$ cat src/rtl/div_sequencer_pkg.sv
// Shared defines for the divider sequencer: FSM encodings, iteration count and ALU control codes.
package div_sequencer_pkg;

  localparam int DIV_WIDTH  = 32;
  localparam int DIV_CYCLES = 32;

  typedef enum logic [1:0] {
    ST_IDLE = 2'd0,
    ST_BUSY = 2'd1,
    ST_DONE = 2'd2
  } div_state_e;

  typedef enum logic [3:0] {
    ALU_ADD  = 4'd0,
    ALU_SUB  = 4'd1,
    ALU_AND  = 4'd2,
    ALU_OR   = 4'd3,
    ALU_XOR  = 4'd4,
    ALU_SLT  = 4'd5,
    ALU_SLTU = 4'd6,
    ALU_DIV  = 4'd7,
    ALU_DIVU = 4'd8
  } alu_ctrl_e;

endpackage

$ cat src/rtl/div_step.sv
// One combinational restoring-division step: shift the next dividend bit into the
// partial remainder, subtract the divisor if it fits, and shift out one quotient bit.
module div_step
  import div_sequencer_pkg::*;
#(
  parameter int WIDTH = DIV_WIDTH
) (
  input  logic [WIDTH-1:0] rem_i,
  input  logic [WIDTH-1:0] quo_i,
  input  logic [WIDTH-1:0] dvs_i,
  output logic [WIDTH-1:0] rem_o,
  output logic [WIDTH-1:0] quo_o
);

  logic [WIDTH:0] part;
  logic [WIDTH:0] diff;
  logic           fits;

  always_comb begin
    part  = {rem_i, quo_i[WIDTH-1]};
    diff  = part - {1'b0, dvs_i};
    // No borrow means the divisor fits; the partial remainder stays below the divisor.
    fits  = ~diff[WIDTH];
    rem_o = fits ? diff[WIDTH-1:0] : part[WIDTH-1:0];
    quo_o = {quo_i[WIDTH-2:0], fits};
  end

endmodule

$ cat src/rtl/div_sequencer.sv
// Multi-cycle DIV/DIVU: valid DIV_CYCLES+1 cycles after start (1 cycle for a zero divisor).
// Holds the pipeline via stall while accepting/busy; annul abandons the operation with no valid.
module div_sequencer #(
  parameter int WIDTH      = div_sequencer_pkg::DIV_WIDTH,
  parameter int DIV_CYCLES = div_sequencer_pkg::DIV_CYCLES
) (
  input  logic             clk,
  input  logic             rst,
  input  logic             start,
  input  logic             signed_div,
  input  logic [WIDTH-1:0] opa,
  input  logic [WIDTH-1:0] opb,
  input  logic             annul,
  output logic             stall,
  output logic             valid,
  output logic [WIDTH-1:0] hi,
  output logic [WIDTH-1:0] lo
);

  import div_sequencer_pkg::*;

  localparam int            CW        = $clog2(DIV_CYCLES + 1);
  localparam logic [CW-1:0] LAST_STEP = CW'(DIV_CYCLES - 1);

  if (DIV_CYCLES != WIDTH) begin : g_cfg_err
    $error("div_sequencer: DIV_CYCLES must equal WIDTH");
  end

  div_state_e       state_q, state_d;
  logic [CW-1:0]    cnt_q, cnt_d;
  logic [WIDTH-1:0] rem_q, rem_d;
  logic [WIDTH-1:0] quo_q, quo_d;
  logic [WIDTH-1:0] dvs_q, dvs_d;
  logic             qneg_q, qneg_d;
  logic             rneg_q, rneg_d;
  logic             valid_q, valid_d;
  logic [WIDTH-1:0] hi_q, hi_d;
  logic [WIDTH-1:0] lo_q, lo_d;

  logic [WIDTH-1:0] rem_nx, quo_nx;
  logic [WIDTH-1:0] abs_a, abs_b;

  div_step #(.WIDTH(WIDTH)) u_step (
    .rem_i (rem_q),
    .quo_i (quo_q),
    .dvs_i (dvs_q),
    .rem_o (rem_nx),
    .quo_o (quo_nx)
  );

  always_comb begin
    abs_a = (signed_div && opa[WIDTH-1]) ? -opa : opa;
    abs_b = (signed_div && opb[WIDTH-1]) ? -opb : opb;
  end

  always_comb begin
    state_d = state_q;
    cnt_d   = cnt_q;
    rem_d   = rem_q;
    quo_d   = quo_q;
    dvs_d   = dvs_q;
    qneg_d  = qneg_q;
    rneg_d  = rneg_q;
    valid_d = 1'b0;
    hi_d    = hi_q;
    lo_d    = lo_q;

    if (annul) begin
      state_d = ST_IDLE;
    end else begin
      case (state_q)
        ST_IDLE: begin
          if (start) begin
            rem_d  = '0;
            quo_d  = abs_a;
            dvs_d  = abs_b;
            qneg_d = signed_div & (opa[WIDTH-1] ^ opb[WIDTH-1]);
            rneg_d = signed_div & opa[WIDTH-1];
            cnt_d  = '0;
            if (opb == '0) begin
              state_d = ST_DONE;
              valid_d = 1'b1;
              lo_d    = '1;
              hi_d    = opa;
            end else begin
              state_d = ST_BUSY;
            end
          end
        end
        ST_BUSY: begin
          rem_d = rem_nx;
          quo_d = quo_nx;
          cnt_d = cnt_q + CW'(1);
          if (cnt_q == LAST_STEP) begin
            state_d = ST_DONE;
            valid_d = 1'b1;
            // Quotient truncates toward zero; remainder follows the dividend's sign.
            lo_d    = qneg_q ? -quo_nx : quo_nx;
            hi_d    = rneg_q ? -rem_nx : rem_nx;
          end
        end
        ST_DONE: state_d = ST_IDLE;
        default: state_d = ST_IDLE;
      endcase
    end
  end

  always_ff @(posedge clk or posedge rst) begin
    if (rst) begin
      state_q <= ST_IDLE;
      cnt_q   <= '0;
      rem_q   <= '0;
      quo_q   <= '0;
      dvs_q   <= '0;
      qneg_q  <= 1'b0;
      rneg_q  <= 1'b0;
      valid_q <= 1'b0;
      hi_q    <= '0;
      lo_q    <= '0;
    end else begin
      state_q <= state_d;
      cnt_q   <= cnt_d;
      rem_q   <= rem_d;
      quo_q   <= quo_d;
      dvs_q   <= dvs_d;
      qneg_q  <= qneg_d;
      rneg_q  <= rneg_d;
      valid_q <= valid_d;
      hi_q    <= hi_d;
      lo_q    <= lo_d;
    end
  end

  assign stall = ((state_q == ST_IDLE) && start && !annul) || (state_q == ST_BUSY);
  assign valid = valid_q;
  assign hi    = hi_q;
  assign lo    = lo_q;

endmodule

$ cat config.mk
export PLATFORM = sky130hd
export DESIGN_NAME = div_sequencer
export DESIGN_NICKNAME = d
export VERILOG_FILES = /design/src/rtl/div_sequencer_pkg.sv /design/src/rtl/div_step.sv /design/src/rtl/div_sequencer.sv
export SDC_FILE = /design/constraint.sdc
export NUM_CORES = 1
export LEC_CHECK = 0
export CAP_MARGIN = 20
export CORE_ASPECT_RATIO = 2
export CORE_UTILIZATION = 30
export DETAILED_ROUTE_END_ITERATION = 10
export GPL_TIMING_DRIVEN = 0
export HOLD_SLACK_MARGIN = 0.06
export SYNTH_ARGS = -nofsm -noshare
export SYNTH_HDL_FRONTEND = slang
export SYNTH_HIERARCHICAL = 1
export SYNTH_SLANG_ARGS = --single-unit
$ cat constraint.sdc
create_clock -name clk -period 14.3 [get_ports clk]
set_clock_uncertainty 0.05 [all_clocks]
set_input_delay 1.43 -clock clk [delete_from_list [all_inputs] [get_ports clk]]
set_output_delay 1.43 -clock clk [all_outputs]
set_load 0.01 [all_outputs]
Yosys cells after proc, flatten, opt, wreduce, memory -nomap -nowiden
Index checks and enable logic that the tools add are counted.
- register bits: 171
- output and inout bits: 66
- $add $sub $neg: 6
- equality and inequality tests: 7
- multiplexer cells: 29
- bitwise operators: 5
- reductions and logical operators: 13
- operator list (kind ; number):
    32-bit 2-to-1 mux ; 13
    32-bit one-hot mux with 2 select lines ; 4
    32-bit negator ; 4
    33-bit by 32-bit subtractor with 33-bit output ; 1
    32-bit zero test ; 1
    6-bit one-hot mux with 2 select lines ; 1
    2-bit 2-to-1 mux ; 4
    6-bit by 1-bit adder with 6-bit output, second input constant ; 1
    6-bit by 5-bit equality test with 1-bit output, second input constant ; 1
    6-bit 2-to-1 mux ; 1
    2-bit inequality test, second input constant ; 3
    3-bit inequality test, second input constant ; 2
    3-bit AND reduction ; 2
    5-bit AND reduction ; 1
    1-bit logical AND ; 4
    1-bit 2-to-1 mux ; 4
    2-bit one-hot mux with 2 select lines ; 1
    1-bit bitwise AND ; 2
    2-bit by 1-bit equality test with 1-bit output, second input constant ; 1
    2-bit zero test ; 1
    1-bit NOT ; 2
    1-bit one-hot mux with 2 select lines ; 1
    2-bit AND reduction ; 1
    2-bit nonzero test ; 1
    3 further kinds ; 3

Depth between registers and ports, before layout
- depth after elaboration: 6
- mapped depth: 23

Modules after synthesis
Netlist, hierarchy kept.
- modules (own cells, without submodules) (module ; times used ; cells an instance ; area each (um^2) ; sequential area each (um^2)):
    div_sequencer ; 1 ; 1111 ; 9511.6 ; 4279.1
    div_step ; 1 ; 337 ; 2598.7 ; 0.0

Least setup slack after synthesis
OpenSTA, ideal clock, no wires.
- path kind: reg-to-reg
- start: register quo_q[31]
- end: register lo_q[28], in the netlist lo[28]
- setup time: 0.159 ns
- data arrival time: 4.974 ns
- required time: 14.091 ns
- slack: 9.117 ns
- cell stages (with the launch flop): 24
- cells stage by stage: dfrtp_1 inv_1 ha_1 fa_1 and2b_1 o2111ai_2 a21oi_2 o2111ai_1 a211oi_2 nor2_4 mux2i_4 and2_4 buf_12 inv_8 buf_12 buf_4 inv_1 ha_1 or3b_2 or4_4 or2_1 o31ai_1 xor2_1 a21oi_1
- longest elaborated chain between the ends: 6
- ends and longest elaborated chain (element ; RTL line ; text):
    start: declaration ; div_sequencer.sv:32 ; logic [WIDTH-1:0] quo_q, quo_d;
    start signal: assignment ; div_sequencer.sv:124 ; quo_q <= quo_d;
    33-bit by 32-bit subtractor with 33-bit output ; div_step.sv:21 ; diff = part - {1'b0, dvs_i};
    1-bit NOT ; div_step.sv:23 ; fits = ~diff[WIDTH];
    named net u_step.fits ; div_step.sv:17 ; logic fits;
    32-bit negator ; div_sequencer.sv:98 ; lo_d = qneg_q ? -quo_nx : quo_nx;
    32-bit 2-to-1 mux ; div_sequencer.sv:98 ;
    32-bit 2-to-1 mux ; div_sequencer.sv:94 ; if (cnt_q == LAST_STEP) begin
    32-bit one-hot mux with 2 select lines ; div_sequencer.sv:71 ; case (state_q)
    end signal: assignment ; div_sequencer.sv:130 ; lo_q <= lo_d;
    end: declaration ; div_sequencer.sv:38 ; logic [WIDTH-1:0] lo_q, lo_d;
The timed path passes the listed nets, and every way through them passes these cells. The select of a mux whose other input is x is not followed.
A chain may end at the register's enable or synchronous reset.

Worst setup path in the final report
- start: register quo_q[31]
- end: register lo_q[30], in the netlist lo[30]
The elaborated chain is that of the path after synthesis.

==> impl_metrics.yaml <==
logic_synthesis:
  syn_nets: 1555
  synth_warnings: 6
  synth_top_area_share_pct: 35.3
  yosys_register_bits: 171
  ys.flop_type: "dfrtp_1"
  synthTopCellsByArea: "dfrtp_1 (35%), o21ai_0 (6.9%), nand2_1 (6.3%)"
  ys_seq_area_share_pct: 35.3
  synthArstFlopShare_pct: 100
  synthCells: 1448
  yosysTopAreaCell: "dfrtp_1"
  postSynthAreaPerCell_um2: 8.36
  yosysUniqueCellTypes: 84
  synth-edff-count: 0
  netlist_area_mm2: 0.0121
worst_setup_path:
  crit_path_cell_trace: "inv_1 -> ha_1 -> fa_1 -> and2b_1 -> o2111ai_2 -> a21oi_2 -> o2111ai_1 -> a211oi_2 -> nor2_4 -> mux2i_4 -> and2_4 -> buf_12 -> inv_8 -> buf_12 -> buf_4 -> inv_1 -> ha_1 -> or3b_2 -> or4_4 -> or2_1 -> o31ai_1 -> xor2_1 -> a21oi_1"
  crit_type: "flip-flop to flip-flop"
  crit_path_max_fanout: 10
  path_delay_family: "simple AND/OR/NAND/NOR gates"
  cp_slowest_cell: "or4_4"
  critPathMaxStageDelay_ns: 0.63
  critPathBufInv: 6
  cp-start-kind: "flip-flop"
  endpoint_kind: "flip-flop"
  cp_data_arrival_time_ns: 6.65
  cp_data_required_time_ns: 14.55
clock_tree:
  cts_tree: "done"
  numCtsBuffers: 17
  postCtsHoldBufs: 0
  postCtsSetupBuffers: 0
  h-tree-depth: 4
  cts-resized-gates: 0
  ctsRootBufferMaster: "clkbuf_16"
  path_clk_slew_ns: 0.08
  cts_sinks: 171
  clock_path_buffers: 2
  clock_latency_ns: 0.46
finish:
  fin_cells: 2143
  syn_to_final_growth_pct: 21.8
  utilization_pct: 37.2
  nNetsFinal: 1711
  layout_commonest_cell: "nand2_1"
  final_cell_mix: "nand2_1 (202), dfrtp_1 (171), o21ai_0 (166)"
  layout-drive-gt1-share_pct: 8.84
pwr:
  p_leak_uw: 0.00611
  peakVddDrop_mv: 0.0759
  p_per_area_mw_per_mm2: 142
  swShare_pct: 42.4
  switchingPower_uw: 890
  p_int_uw: 1210
  clkPwrFrac_pct: 22.9
  power_uw: 2100
  pwr-share-seq_pct: 28.0
  p_comb_share_pct: 49.1
floorplan:
  core_area_mm2: 0.0397
  start_util_pct: 30.5
  die_h_um: 286
  dieWidth_um: 144
  design.die.area_mm2: 0.0412
  num_rows: 103
  num_io_pins: 135
timing:
  slew_headroom_pct: 33.4
  drv_slew: 0
  rsz0062_at_grt: "false"
  finalWorstSetupSlack_ns: 7.90
  fin_crit_ns: 6.40
  fmax_ghz: 0.156
  worstMarginPinSlew_ns: 0.992
  fin_crit_sh_pct: 44.7
  setup_viol: 0
  fin_tns_setup_ns: 0
  finalHoldViolCount: 0
grt:
  grt_max_degree: 109
  grt_pass1_vias: 11548
  antenna_found_initial: 0
  track_usage_pct: 21.8
  grt_pass1_wl_um: 66200
  grt_overflow: 0
drt:
  vias: 11240
  firstDrtPassIters: 5
  wl_per_cell_um: 20.4
  drc: 0
  routed_via_density: 5.24
  wl_um: 43800
  drt-initial-drc-count: 589
  drtAntennaViolNets: 0
placed_design:
  post-place-ws_ns: 7.97
  numPortBuffers: 134
  placed_cells: 2109
  finalWeightedCongestion: 0.985
  hpwl_um: 35500
flow_run:
  drv_cap: 0
outcome:
  run_status: "completed"
hold_path:
  hp-class: "flip-flop to flip-flop"
Yosys cell counts (7+ instances only):
master    count
nand3_1      33
o21ai_1      12
o21ai_0     166
buf_4        36
o21a_1       11
nand2_1     202
or4_1        11
nor3_1       18
o41ai_1      17
xor2_1       76
buf_2         8
inv_1        50
nand2b_1      7
or3_1        11
mux2_4       19
dfrtp_1     171
clkbuf_1     51
o221ai_1      7
mux2i_1       8
o31ai_1      28
xnor2_1      67
a21o_1       19
nor2_1      115
nand4_1      11
buf_1         7
and3_1        8
ha_1         37
nor4_1       17
a21oi_1      88
a31oi_1      32
routing by layer:
| layer | wire length [µm] | global-route usage, % | part of all wire (%) | vias up |
|---|---|---|---|---|
| li1 | - | - | - | 5417 |
| met1 | 14600 | 20.0 | 33 | 5330 |
| met2 | 23100 | 40.6 | 53 | 352 |
| met3 | 1950 | 3.79 | 4.5 | 141 |
| met4 | 4120 | 18.7 | 9.4 | 0 |
| met5 | 0 | 0 | 0 | - |
worst reg2reg max path, stage by stage, from the launching register on:
cell	delay, ns
dfrtp_1	0.49
inv_1	0.08
ha_1	0.23
fa_1	0.40
and2b_1	0.25
o2111ai_2	0.14
a21oi_2	0.26
o2111ai_1	0.30
a211oi_2	0.38
nor2_4	0.11
mux2i_4	0.45
and2_4	0.26
buf_12	0.14
inv_8	0.07
buf_12	0.15
buf_4	0.16
inv_1	0.10
ha_1	0.18
or3b_2	0.51
or4_4	0.63
or2_1	0.33
o31ai_1	0.30
xor2_1	0.19
a21oi_1	0.08
worst paths after layout:
kind | from | end | slack, ns | cells after the start
setup / recovery | quo_q[31] | lo[30] | 7.90 | 23
hold / removal | dvs_q[15] | dvs_q[15] | 0.43 | 2
setup reg to reg | quo_q[31] | lo[30] | 7.90 | 23
hold reg to reg | dvs_q[15] | dvs_q[15] | 0.43 | 2
max in group asynchronous | rst | cnt_q[3] | 11.85 | 3
min in group asynchronous | rst | hi[9] | 1.36 | 2
power groups by stage:
stage / Combinational (µW) / Clock, µW / Sequential (µW)
2_1_floorplan: 703 / 0 / 587
3_3_place_gp: 994 / 0 / 595
3_5_place_dp: 1010 / 0 / 597
4_1_cts: 1010 / 488 / 588
5_1_grt: 1110 / 505 / 596
6_report: 1030 / 480 / 588
through the flow:
stage	cell area (µm²)	hold slack (ns)
after floorplan	12100	0.389
after global placement	14100	0.411
after detailed placement	14200	0.420
after CTS	14700	0.435
after global routing	14700	0.449
final	14800	0.428
area by class of cell:
type / count / area [µm²]
Clock inverter: 14 / 159
Sequential cell: 171 / 4280
Clock buffer: 18 / 429
Inverter: 52 / 210
Timing Repair Buffer: 137 / 1380
Tap cell: 525 / 657
Buffer: 109 / 632
Multi-Input combinational cell: 1116 / 7000
Fill cell: 4208 / 24900
Antenna cell: 1 / 2.50
logic make-up (layout without fill, tap and decap cells):
family	Yosys count	in the layout	synth area share, %
mux	32	32	3.57
buf+inv	161	330	6.89
other cells	0	1	0
xor+xnor	143	143	10.3
flops	171	171	35.3
simple gates	478	478	18.5
fa+ha+maj	38	38	3.99
compound gates	425	425	21.4
flip-flops by register name, indices dropped and copies added, names as in the netlist, 2 cells and up:
signal / flops
dvs_q: 32
hi: 32
lo: 32
quo_q: 32
rem_q: 32
cnt_q: 6
state_q: 2
Power figures use the tool's default switching activity.
